$ cat config.mk
export PLATFORM = sky130hd
export DESIGN_NAME = mode_sequencer
export DESIGN_NICKNAME = d
export VERILOG_FILES = /design/src/rtl/mode_sequencer_pkg.sv /design/src/rtl/key_filter.sv /design/src/rtl/mode_sequencer.sv
export SDC_FILE = /design/constraint.sdc
export NUM_CORES = 1
export LEC_CHECK = 0
export CAP_MARGIN = 25
export CORE_MARGIN = 1.5
export CORE_UTILIZATION = 45
export CTS_BUF_LIST = sky130_fd_sc_hd__clkbuf_4 sky130_fd_sc_hd__clkbuf_8
export DETAILED_ROUTE_END_ITERATION = 10
export PLACE_DENSITY_LB_ADDON = 0.25
export SLEW_MARGIN = 15
export SYNTH_ARGS = -nofsm -noshare
export SYNTH_HDL_FRONTEND = slang
export SYNTH_SLANG_ARGS = --single-unit
$ cat constraint.sdc
create_clock -name clk -period 4.7 [get_ports clk]
set_clock_uncertainty 0.05 [all_clocks]
set_input_delay 0.705 -clock clk [delete_from_list [all_inputs] [get_ports clk]]
set_output_delay 0.705 -clock clk [all_outputs]
set_load 0.005 [all_outputs]
$ cat src/rtl/mode_sequencer_pkg.sv
// Shared clock-design package: mode encodings, default edit-mode mask,
// key debounce time and the key press-event helper.
package mode_sequencer_pkg;

  typedef enum logic [1:0] {
    MODE_CLK_SHOW  = 2'd0,
    MODE_CLK_SET   = 2'd1,
    MODE_RING_SHOW = 2'd2,
    MODE_RING_SET  = 2'd3
  } mode_e;

  // Edit modes of the standard four-mode clock: the two "set" modes.
  localparam logic [3:0] DEFAULT_EDIT_MASK = (4'b0001 << MODE_CLK_SET) | (4'b0001 << MODE_RING_SET);

  // Debounce time of the key filters: 20 ms at 50 MHz.
  localparam int KEY_DEBOUNCE_CYC = 1_000_000;

  // A press is a debounced transition into the pressed (low) level.
  function automatic logic is_press(input logic key_flag, input logic key_state);
    return key_flag & ~key_state;
  endfunction

endpackage

$ cat src/rtl/key_filter.sv
// Debounces one raw active-low key pin. key_state is the debounced level
// (1 = released), key_flag pulses for one cycle whenever key_state changes.
module key_filter
  import mode_sequencer_pkg::*;
#(
  parameter int DEBOUNCE_CYC = KEY_DEBOUNCE_CYC
) (
  input  logic clk,
  input  logic rst_n,
  input  logic key_pin,
  output logic key_flag,
  output logic key_state
);

  localparam int CNT_W = $clog2(DEBOUNCE_CYC + 1);
  localparam logic [CNT_W-1:0] CNT_LAST = CNT_W'(DEBOUNCE_CYC - 1);

  logic [1:0]       sync_r;
  logic [CNT_W-1:0] cnt_r;

  // Two-flop synchronizer for the asynchronous pin; idles at released level.
  always_ff @(posedge clk or negedge rst_n) begin
    if (!rst_n) begin
      sync_r <= 2'b11;
    end else begin
      sync_r <= {sync_r[0], key_pin};
    end
  end

  // Accept a new level only after it has been stable for DEBOUNCE_CYC cycles.
  always_ff @(posedge clk or negedge rst_n) begin
    if (!rst_n) begin
      cnt_r     <= {CNT_W{1'b0}};
      key_state <= 1'b1;
      key_flag  <= 1'b0;
    end else begin
      key_flag <= 1'b0;
      if (sync_r[1] == key_state) begin
        cnt_r <= {CNT_W{1'b0}};
      end else if (cnt_r == CNT_LAST) begin
        cnt_r     <= {CNT_W{1'b0}};
        key_state <= sync_r[1];
        key_flag  <= 1'b1;
      end else begin
        cnt_r <= cnt_r + CNT_W'(1);
      end
    end
  end

endmodule

$ cat src/rtl/mode_sequencer.sv
// Key-driven mode selector for the digital clock: next/prev/home keys step
// through NUM_MODES modes, edit modes enable the keyboard, leaving an edit mode
// by key pulses commit, and inactivity in a non-zero mode falls back to mode 0.
module mode_sequencer
  import mode_sequencer_pkg::*;
#(
  parameter int                   NUM_MODES    = 4,
  parameter logic [NUM_MODES-1:0] EDIT_MASK    = NUM_MODES'(DEFAULT_EDIT_MASK),
  parameter int                   TIMEOUT_CYC  = 500000,
  parameter int                   USE_FILTER   = 1,
  parameter int                   DEBOUNCE_CYC = KEY_DEBOUNCE_CYC,
  localparam int                  MODE_W       = $clog2(NUM_MODES)
) (
  input  logic                 clk,
  input  logic                 rst_n,
  input  logic                 key_next,
  input  logic                 key_prev,
  input  logic                 key_home,
  output logic [MODE_W-1:0]    mode_idx,
  output logic [NUM_MODES-1:0] mode_onehot,
  output logic                 en_keyboard,
  output logic                 commit_pulse,
  output logic                 timeout_pulse
);

  localparam logic [MODE_W-1:0] MODE_LAST = MODE_W'(NUM_MODES - 1);
  localparam int                CNT_W     = (TIMEOUT_CYC > 1) ? $clog2(TIMEOUT_CYC) : 1;
  localparam logic [CNT_W-1:0]  CNT_LAST  = CNT_W'((TIMEOUT_CYC > 0) ? (TIMEOUT_CYC - 1) : 0);
  localparam bit                TIMEOUT_EN = (TIMEOUT_CYC > 0);

  logic                 next_ev_s;
  logic                 prev_ev_s;
  logic                 home_ev_s;
  logic                 any_press_s;
  logic                 timeout_hit_s;
  logic                 key_move_s;
  logic [MODE_W-1:0]    mode_nxt_s;
  logic [NUM_MODES-1:0] onehot_nxt_s;
  logic [CNT_W-1:0]     idle_cnt_r;
  logic [CNT_W-1:0]     idle_nxt_s;

  // Press events: debounced pin edges, or the inputs themselves when already clean.
  if (USE_FILTER != 0) begin : g_filter
    logic [2:0] pin_s;
    logic [2:0] flag_s;
    logic [2:0] state_s;

    assign pin_s = {key_home, key_prev, key_next};

    for (genvar k = 0; k < 3; k++) begin : g_key
      key_filter #(
        .DEBOUNCE_CYC(DEBOUNCE_CYC)
      ) u_key_filter (
        .clk      (clk),
        .rst_n    (rst_n),
        .key_pin  (pin_s[k]),
        .key_flag (flag_s[k]),
        .key_state(state_s[k])
      );
    end

    assign next_ev_s = is_press(flag_s[0], state_s[0]);
    assign prev_ev_s = is_press(flag_s[1], state_s[1]);
    assign home_ev_s = is_press(flag_s[2], state_s[2]);
  end else begin : g_raw
    assign next_ev_s = key_next;
    assign prev_ev_s = key_prev;
    assign home_ev_s = key_home;
  end

  assign any_press_s   = next_ev_s | prev_ev_s | home_ev_s;
  assign timeout_hit_s = TIMEOUT_EN && (mode_idx != {MODE_W{1'b0}}) &&
                         (idle_cnt_r == CNT_LAST) && !any_press_s;

  // Next mode: home beats a single-direction step, which beats the idle timeout.
  always_comb begin
    mode_nxt_s = mode_idx;
    key_move_s = 1'b0;
    if (home_ev_s) begin
      mode_nxt_s = {MODE_W{1'b0}};
      key_move_s = (mode_idx != {MODE_W{1'b0}});
    end else if (next_ev_s ^ prev_ev_s) begin
      key_move_s = 1'b1;
      if (next_ev_s) begin
        mode_nxt_s = (mode_idx == MODE_LAST) ? {MODE_W{1'b0}} : (mode_idx + MODE_W'(1));
      end else begin
        mode_nxt_s = (mode_idx == {MODE_W{1'b0}}) ? MODE_LAST : (mode_idx - MODE_W'(1));
      end
    end else if (timeout_hit_s) begin
      mode_nxt_s = {MODE_W{1'b0}};
    end else begin
      mode_nxt_s = mode_idx;
    end
  end

  // Idle counter: restarts on activity, in mode 0, on timeout, or when disabled.
  always_comb begin
    idle_nxt_s = {CNT_W{1'b0}};
    if (any_press_s || (mode_idx == {MODE_W{1'b0}}) || timeout_hit_s || !TIMEOUT_EN) begin
      idle_nxt_s = {CNT_W{1'b0}};
    end else begin
      idle_nxt_s = idle_cnt_r + CNT_W'(1);
    end
  end

  // One-hot decode of the upcoming mode so it can be registered with mode_idx.
  always_comb begin
    onehot_nxt_s = {NUM_MODES{1'b0}};
    for (int i = 0; i < NUM_MODES; i++) begin
      onehot_nxt_s[i] = (mode_nxt_s == MODE_W'(i));
    end
  end

  // Mode, decode, keyboard enable, pulses and idle count all update on one edge.
  always_ff @(posedge clk or negedge rst_n) begin
    if (!rst_n) begin
      mode_idx      <= {MODE_W{1'b0}};
      mode_onehot   <= NUM_MODES'(1);
      en_keyboard   <= EDIT_MASK[0];
      commit_pulse  <= 1'b0;
      timeout_pulse <= 1'b0;
      idle_cnt_r    <= {CNT_W{1'b0}};
    end else begin
      mode_idx      <= mode_nxt_s;
      mode_onehot   <= onehot_nxt_s;
      en_keyboard   <= EDIT_MASK[mode_nxt_s];
      commit_pulse  <= key_move_s & EDIT_MASK[mode_idx];
      timeout_pulse <= timeout_hit_s;
      idle_cnt_r    <= idle_nxt_s;
    end
  end

endmodule
==> results of run 1 <==
## per-stage QoR
step           hold slack, ps   util  total power, mW  setup WS, ps  instance area (um^2)
3_3_place_gp              297  0.485            0.931          2690                  4960
6_report                  310  0.504             1.46          2460                  5150
5_1_grt                   319  0.504             1.53          2380                  5150
3_5_place_dp              298  0.485            0.932          2610                  4960
4_1_cts                   312  0.504             1.49          2420                  5150
2_1_floorplan             295      -            0.908          2840                  4720
## synthesized netlist by cell type, drive strengths merged, types with 10 or more instances
master	number	area [um^2]
nor2	92	350
dfrtp	89	2230
xor2	51	447
nand3	36	190
nand2	27	101
xnor2	23	201
nand4	14	109
and3	11	71.3
dfstp	10	263
inv	10	37.5
nor4	10	111
## layer usage
metal	GRT usage	routed length [um]	vias to the layer above	share of wire
met1	0.210	3900	1514	0.50
li1	-	-	1540	-
met5	0	0	-	0
met4	0.0793	171	0	0.022
met2	0.246	3560	36	0.45
met3	0.0297	191	13	0.024
## flip-flops by register name, indices dropped and copies added (netlist names)
register / cells
g_filter.g_key.u_key_filter.cnt_r: 60
idle_cnt_r: 19
g_filter.g_key.u_key_filter.sync_r: 6
mode_onehot: 4
g_filter.g_key.u_key_filter.key_flag: 3
g_filter.g_key.u_key_filter.key_state: 3
mode_idx: 2
commit_pulse: 1
timeout_pulse: 1
## worst max path at each step
stage / start / end / slack [ps] / depth (start not counted)
2_1_floorplan: g_filter.g_key[0].u_key_filter.key_state$_DFFE_PN1P_ / mode_onehot[2]$_DFF_PN0_ / 2840 / 6
3_3_place_gp: g_filter.g_key[0].u_key_filter.key_state$_DFFE_PN1P_ / mode_onehot[0]$_DFF_PN1_ / 2690 / 6
3_5_place_dp: g_filter.g_key[0].u_key_filter.key_state$_DFFE_PN1P_ / mode_onehot[2]$_DFF_PN0_ / 2610 / 6
4_1_cts: mode_idx[0]$_DFF_PN0_ / en_keyboard / 2420 / 1
5_1_grt: mode_idx[0]$_DFF_PN0_ / mode_idx[0] / 2380 / 1
6_report: mode_idx[0]$_DFF_PN0_ / en_keyboard / 2460 / 1
## power by group through the flow
stage / combinational, mW / sequential (mW) / clock [mW]
2_1_floorplan: 0.0221 / 0.886 / 0
3_3_place_gp: 0.0434 / 0.887 / 0
3_5_place_dp: 0.0442 / 0.888 / 0
4_1_cts: 0.0443 / 0.871 / 0.571
5_1_grt: 0.0502 / 0.873 / 0.603
6_report: 0.0417 / 0.871 / 0.547
## final cells by class
type                       count  area (um^2)
fill                         940         5080
sequential                    99         2490
multi-input combinational    330         2130
tap                          136          170
clock buffer                  13          154
timing repair buffer          14          135
clock inverter                 3         40.0
inverter                      10         37.5
## cells by family (layout without fill, tap and decap cells)
logic type | after synthesis | after routing | synth area share
simple gates | 230 | 230 | 0.263
flops | 99 | 99 | 0.528
xor+xnor | 74 | 74 | 0.137
buf+inv | 18 | 40 | 0.0212
compound gates | 16 | 16 | 0.0249
fa+ha+maj | 7 | 7 | 0.0186
mux | 3 | 3 | 0.00716
## placed cells by master (no fill, tap or decap), drive strengths merged, types with 2 or more instances in the layout
cell | Yosys | routed
a21oi | 7 | 7
and2 | 4 | 4
and3 | 11 | 11
and4 | 7 | 7
buf | 8 | 2
clkbuf | 0 | 13
clkdlybuf4s50 | 0 | 12
clkinv | 0 | 2
dfrtp | 89 | 89
dfstp | 10 | 10
ha | 7 | 7
inv | 10 | 10
mux2 | 3 | 3
nand2 | 27 | 27
nand2b | 4 | 4
nand3 | 36 | 36
nand3b | 4 | 4
nand4 | 14 | 14
nand4b | 2 | 2
nor2 | 92 | 92
nor3 | 8 | 8
nor4 | 10 | 10
nor4b | 3 | 3
o21ai | 3 | 3
or2 | 4 | 4
or3 | 2 | 2
xnor2 | 23 | 23
xor2 | 51 | 51
==> impl_metrics.json, run 1 <==
{
  "run_status": "finished, final reports clean",
  "arrival_ps": 1480,
  "end_kind": "output pin",
  "switching_share": 0.218,
  "synth_cell_types": 47,
  "synthesis.nets": 459,
  "first_global_vias": 3030,
  "dp_cells": 589,
  "synth_edf_count": 0,
  "cts.repair.resized": 0,
  "rsz0062_at_grt": "no",
  "die_area_mm2": 0.0111,
  "cts_setup_buffers": 0,
  "ys_seq_area_frac": 0.528,
  "cp_slowest_cell": "clkdlybuf4s50_1",
  "stdcell_count": 605,
  "grt_max_degree": 64,
  "row_count": 37,
  "drc": 0,
  "h-tree-depth": 3,
  "clockRootBuffer": "clkbuf_8",
  "r2r_setup_slack_ps": 2560,
  "power_frac_seq": 0.597,
  "cts.clk_slew.worst_paths_ps": 90,
  "cpPeakStageDelay_ps": 570,
  "fmax_mhz": 447,
  "postSynth.asyncResetShare": 1.00,
  "timing.rr.start": "g_filter.g_key[0].u_key_filter.key_state$_DFFE_PN1P_",
  "synthToLayoutAreaGrowth_pct": 9.26,
  "cap_violations": 0,
  "hold_viol_final": 0,
  "vias": 3103,
  "fp.coreArea_mm2": 0.0102,
  "numPortBuffers": 13,
  "avgSynthCellArea_um2": 10.6,
  "fin_nets": 476,
  "cts_made_buffers": 9,
  "pwr-share-comb": 0.029,
  "cp_data_required_time_ps": 3940,
  "drive_gt1_frac": 0.122,
  "ys_ff_latch": 99,
  "die_h_um": 105,
  "place_congestion": 0.776,
  "worst_pin_slew_ps": 786,
  "cts_buffer_depth": 2,
  "synth-warning-count": 0,
  "finalWirelength_mm": 7.82,
  "peakVddDrop_v": 0.000101,
  "crit_family": "buffers and inverters",
  "antenna_found_initial": 0,
  "min_path_type": "reg2reg",
  "clk_latency_ps": 370,
  "path_cells": "clkdlybuf4s50_1",
  "power.share.clock": 0.375,
  "post-route-min-period_ps": 2240,
  "timing.setup.tns_ps": 0,
  "path_buf_inv": 1,
  "start_util": 0.461,
  "clkSinkCount": 99,
  "worstReg2RegEnd": "mode_onehot[2]$_DFF_PN0_",
  "p_sw_uw": 318,
  "syn_inst": 447,
  "grt_overflow": 0,
  "min_from": "g_filter.g_key[2].u_key_filter.sync_r[0]$_DFF_PN1_",
  "power_density_mw_per_mm2": 283,
  "holdPathStages": 0,
  "hpwl_mm": 5.21,
  "num_io_pins": 14,
  "worstSetupPathType": "reg2out",
  "netlist_area_mm2": 0.00472,
  "num_antenna_cells": 0,
  "viasPerCell": 5.13,
  "synth_ff_type": "dfrtp_1",
  "relSlewSlack": 0.476,
  "drt_pre_antenna_iters": 4,
  "hold_buffers": 0,
  "finalSetupViolations": 0,
  "holdPathEnd": "g_filter.g_key[2].u_key_filter.sync_r[1]$_DFF_PN1_",
  "ant_nets": 0,
  "die_w_um": 105,
  "grt_usage": 0.158,
  "internal_power_mw": 1.14,
  "grt_pass1_wl_mm": 13.9,
  "fin_crit_sh": 0.477,
  "finalMaxSlewViolations": 0,
  "r2r_cells": 6,
  "worstPathMaxFanout": 8,
  "p_leak_nw": 2.20,
  "tritoncts": "built",
  "drt_iter0_markers": 138,
  "cp-start-kind": "register",
  "wire_per_inst_um": 12.9
}
No activity file was read; power rests on OpenSTA's default activity.
==> inputs of run 2 (changes only) <==
==> constraint.sdc (replaced) <==
create_clock -name clk -period 2.1 [get_ports clk]
set_clock_uncertainty 0.05 [all_clocks]
set_input_delay 0.315 -clock clk [delete_from_list [all_inputs] [get_ports clk]]
set_output_delay 0.315 -clock clk [all_outputs]
set_load 0.005 [all_outputs]
==> run 2 against run 1 <==
Critical endpoint is now mode_onehot[2]$_DFF_PN0_. Sequential share of layout area is 0.49 points lower. First-iteration DRC count is 6.5% lower. Clock power is 110% higher. Total power is 120% higher. Critical path depth is 6 higher. Non-clock buffer count is 6 higher. Via count is 0.26% lower. Routed wire length is 0.19% higher. Count of clock-buffer cells in the layout is 3 lower.
==> impl_metrics.json, run 2 (same netlist as run 1, synthesis figures left out) <==
{
  "run_status": "finished, final reports clean",
  "rsz0062_at_grt": "no",
  "cts.repair.resized": 0,
  "grt_overflow": 0,
  "min_path_type": "in2reg",
  "critPathLaunch": "g_filter.g_key[0].u_key_filter.key_state$_DFFE_PN1P_",
  "cts.clk_slew.worst_paths_ps": 100,
  "peakVddDrop_v": 0.000260,
  "clk_latency_ps": 370,
  "fmax_mhz": 520,
  "top_register": "g_filter.g_key.u_key_filter.cnt_r",
  "cap_violations": 0,
  "worst_pin_slew_ps": 748,
  "clockRootBuffer": "clkbuf_8",
  "wire_per_inst_um": 12.8,
  "worst_slack_ps": 176,
  "die_area_mm2": 0.0111,
  "largest_reg_flops": 60,
  "clkSinkCount": 99,
  "grt_usage": 0.154,
  "layout_common_cells": "90 x nor2_1, 89 x dfrtp_1, 51 x xor2_1",
  "pre_cts_slack_ps": 188,
  "fp.coreArea_mm2": 0.0102,
  "first_global_vias": 3073,
  "fin_util": 0.509,
  "finalMaxSlewViolations": 0,
  "die_h_um": 105,
  "timing.setup.tns_ps": 0,
  "post-route-min-period_ps": 1920,
  "cp_slowest_cell": "dfstp_2",
  "final_common_cell": "nor2_1",
  "place_congestion": 0.758,
  "end_kind": "register",
  "antenna_found_initial": 0,
  "cp-start-kind": "register",
  "finalWirelength_mm": 7.84,
  "numPortBuffers": 13,
  "hold_viol_final": 0,
  "cpPeakStageDelay_ps": 560,
  "viasPerCell": 5.07,
  "power_density_mw_per_mm2": 619,
  "min_from": "key_home",
  "largestRegisters": "g_filter.g_key.u_key_filter.cnt_r: 60 flops, idle_cnt_r: 19 flops, g_filter.g_key.u_key_filter.sync_r: 6 flops",
  "h-tree-depth": 3,
  "finalSetupViolations": 0,
  "drive_gt1_frac": 0.131,
  "cp_data_required_time_ps": 2350,
  "arrival_ps": 2180,
  "cts_made_buffers": 9,
  "grt_pass1_wl_mm": 13.8,
  "fin_crit_sh": 0.916,
  "fin_nets": 482,
  "drt_iter0_markers": 129,
  "hpwl_mm": 5.32,
  "start_util": 0.461,
  "tritoncts": "built",
  "worstPathMaxFanout": 7,
  "cts_buffer_depth": 2,
  "vias": 3095,
  "drc": 0,
  "row_count": 37,
  "ant_nets": 0,
  "drt_pre_antenna_iters": 4,
  "p_leak_nw": 2.22,
  "die_w_um": 105,
  "synthToLayoutAreaGrowth_pct": 10.4,
  "timing.rr.start": "g_filter.g_key[0].u_key_filter.key_state$_DFFE_PN1P_",
  "num_antenna_cells": 0,
  "num_io_pins": 14,
  "path_cells": "nand2b_1 -> ha_1 -> inv_1 -> o21ai_0 -> buf_4 -> a21oi_1 -> and2_1",
  "worstSetupPathType": "reg2reg",
  "relSlewSlack": 0.501,
  "p_total_mw": 3.22,
  "grt_max_degree": 43
}
## run 2: cell types whose count changed in the layout (fill, tap and decap cells not counted), sizes merged
cell         previous run  this run
bufinv                  1         0
clkbuf                 13        10
dlygate4sd3             0         1
buf                     2         7
inv                    10        14
## run 2: worst paths after layout
kind	slack (ps)	end	cells past startpoint
min in group asynchronous	410	g_filter.g_key[2].u_key_filter.cnt_r[2]$_DFF_PN0_	2
worst min register to register	320	g_filter.g_key[0].u_key_filter.sync_r[1]$_DFF_PN1_	0
worst min-delay path	300	g_filter.g_key[2].u_key_filter.sync_r[0]$_DFF_PN1_	1
worst max-delay path	180	mode_onehot[2]$_DFF_PN0_	7
max in group asynchronous	930	mode_onehot[0]$_DFF_PN1_	3
worst max register to register	180	mode_onehot[2]$_DFF_PN0_	7
## run 2: layer usage
layer	wire, um	global-route usage	vias up
li1	-	-	1556
met1	3820	0.205	1495
met2	3690	0.247	33
met3	193	0.0334	11
met4	133	0.0558	0
met5	0	0	-
## run 2: critical path: cells and delay by family (launching register included)
family / cells / cell delay, ps
simple gates: 2 / 330
flops: 1 / 560
fa+ha+maj: 1 / 360
buf+inv: 2 / 320
compound gates: 2 / 250
## run 2: through the flow
step	instance area [um^2]	std cells	hold slack [ps]
final	5210	611	301
after global routing	5210	611	285
after CTS	5210	611	289
after detailed placement	5010	594	285
after global placement	5010	594	280
after floorplan	4720	447	-30.6
## run 2: area by class of cell
class                   instances  area (um^2)
well taps                     136          170
clock inverters                 6         55.1
repair buffers                 20          195
clock buffers                  10          131
inverters                      10         37.5
flip-flops and latches         99         2490
fillers                       918         5020
multi-input cells             330         2130
## run 2: timing repair
item / 4_1_cts / 5_1_grt
hold endpoints to repair: 33 / 0
buffers inserted: 0 / 0
hold buffers: 1 / 0
## run 2: report_power, final
part           total, mW  switching, mW  leakage [nW]  internal [mW]
registers           1.95         0.0202          1.34           1.93
logic              0.102         0.0706         0.786         0.0314
clock network       1.17          0.699        0.0972          0.470
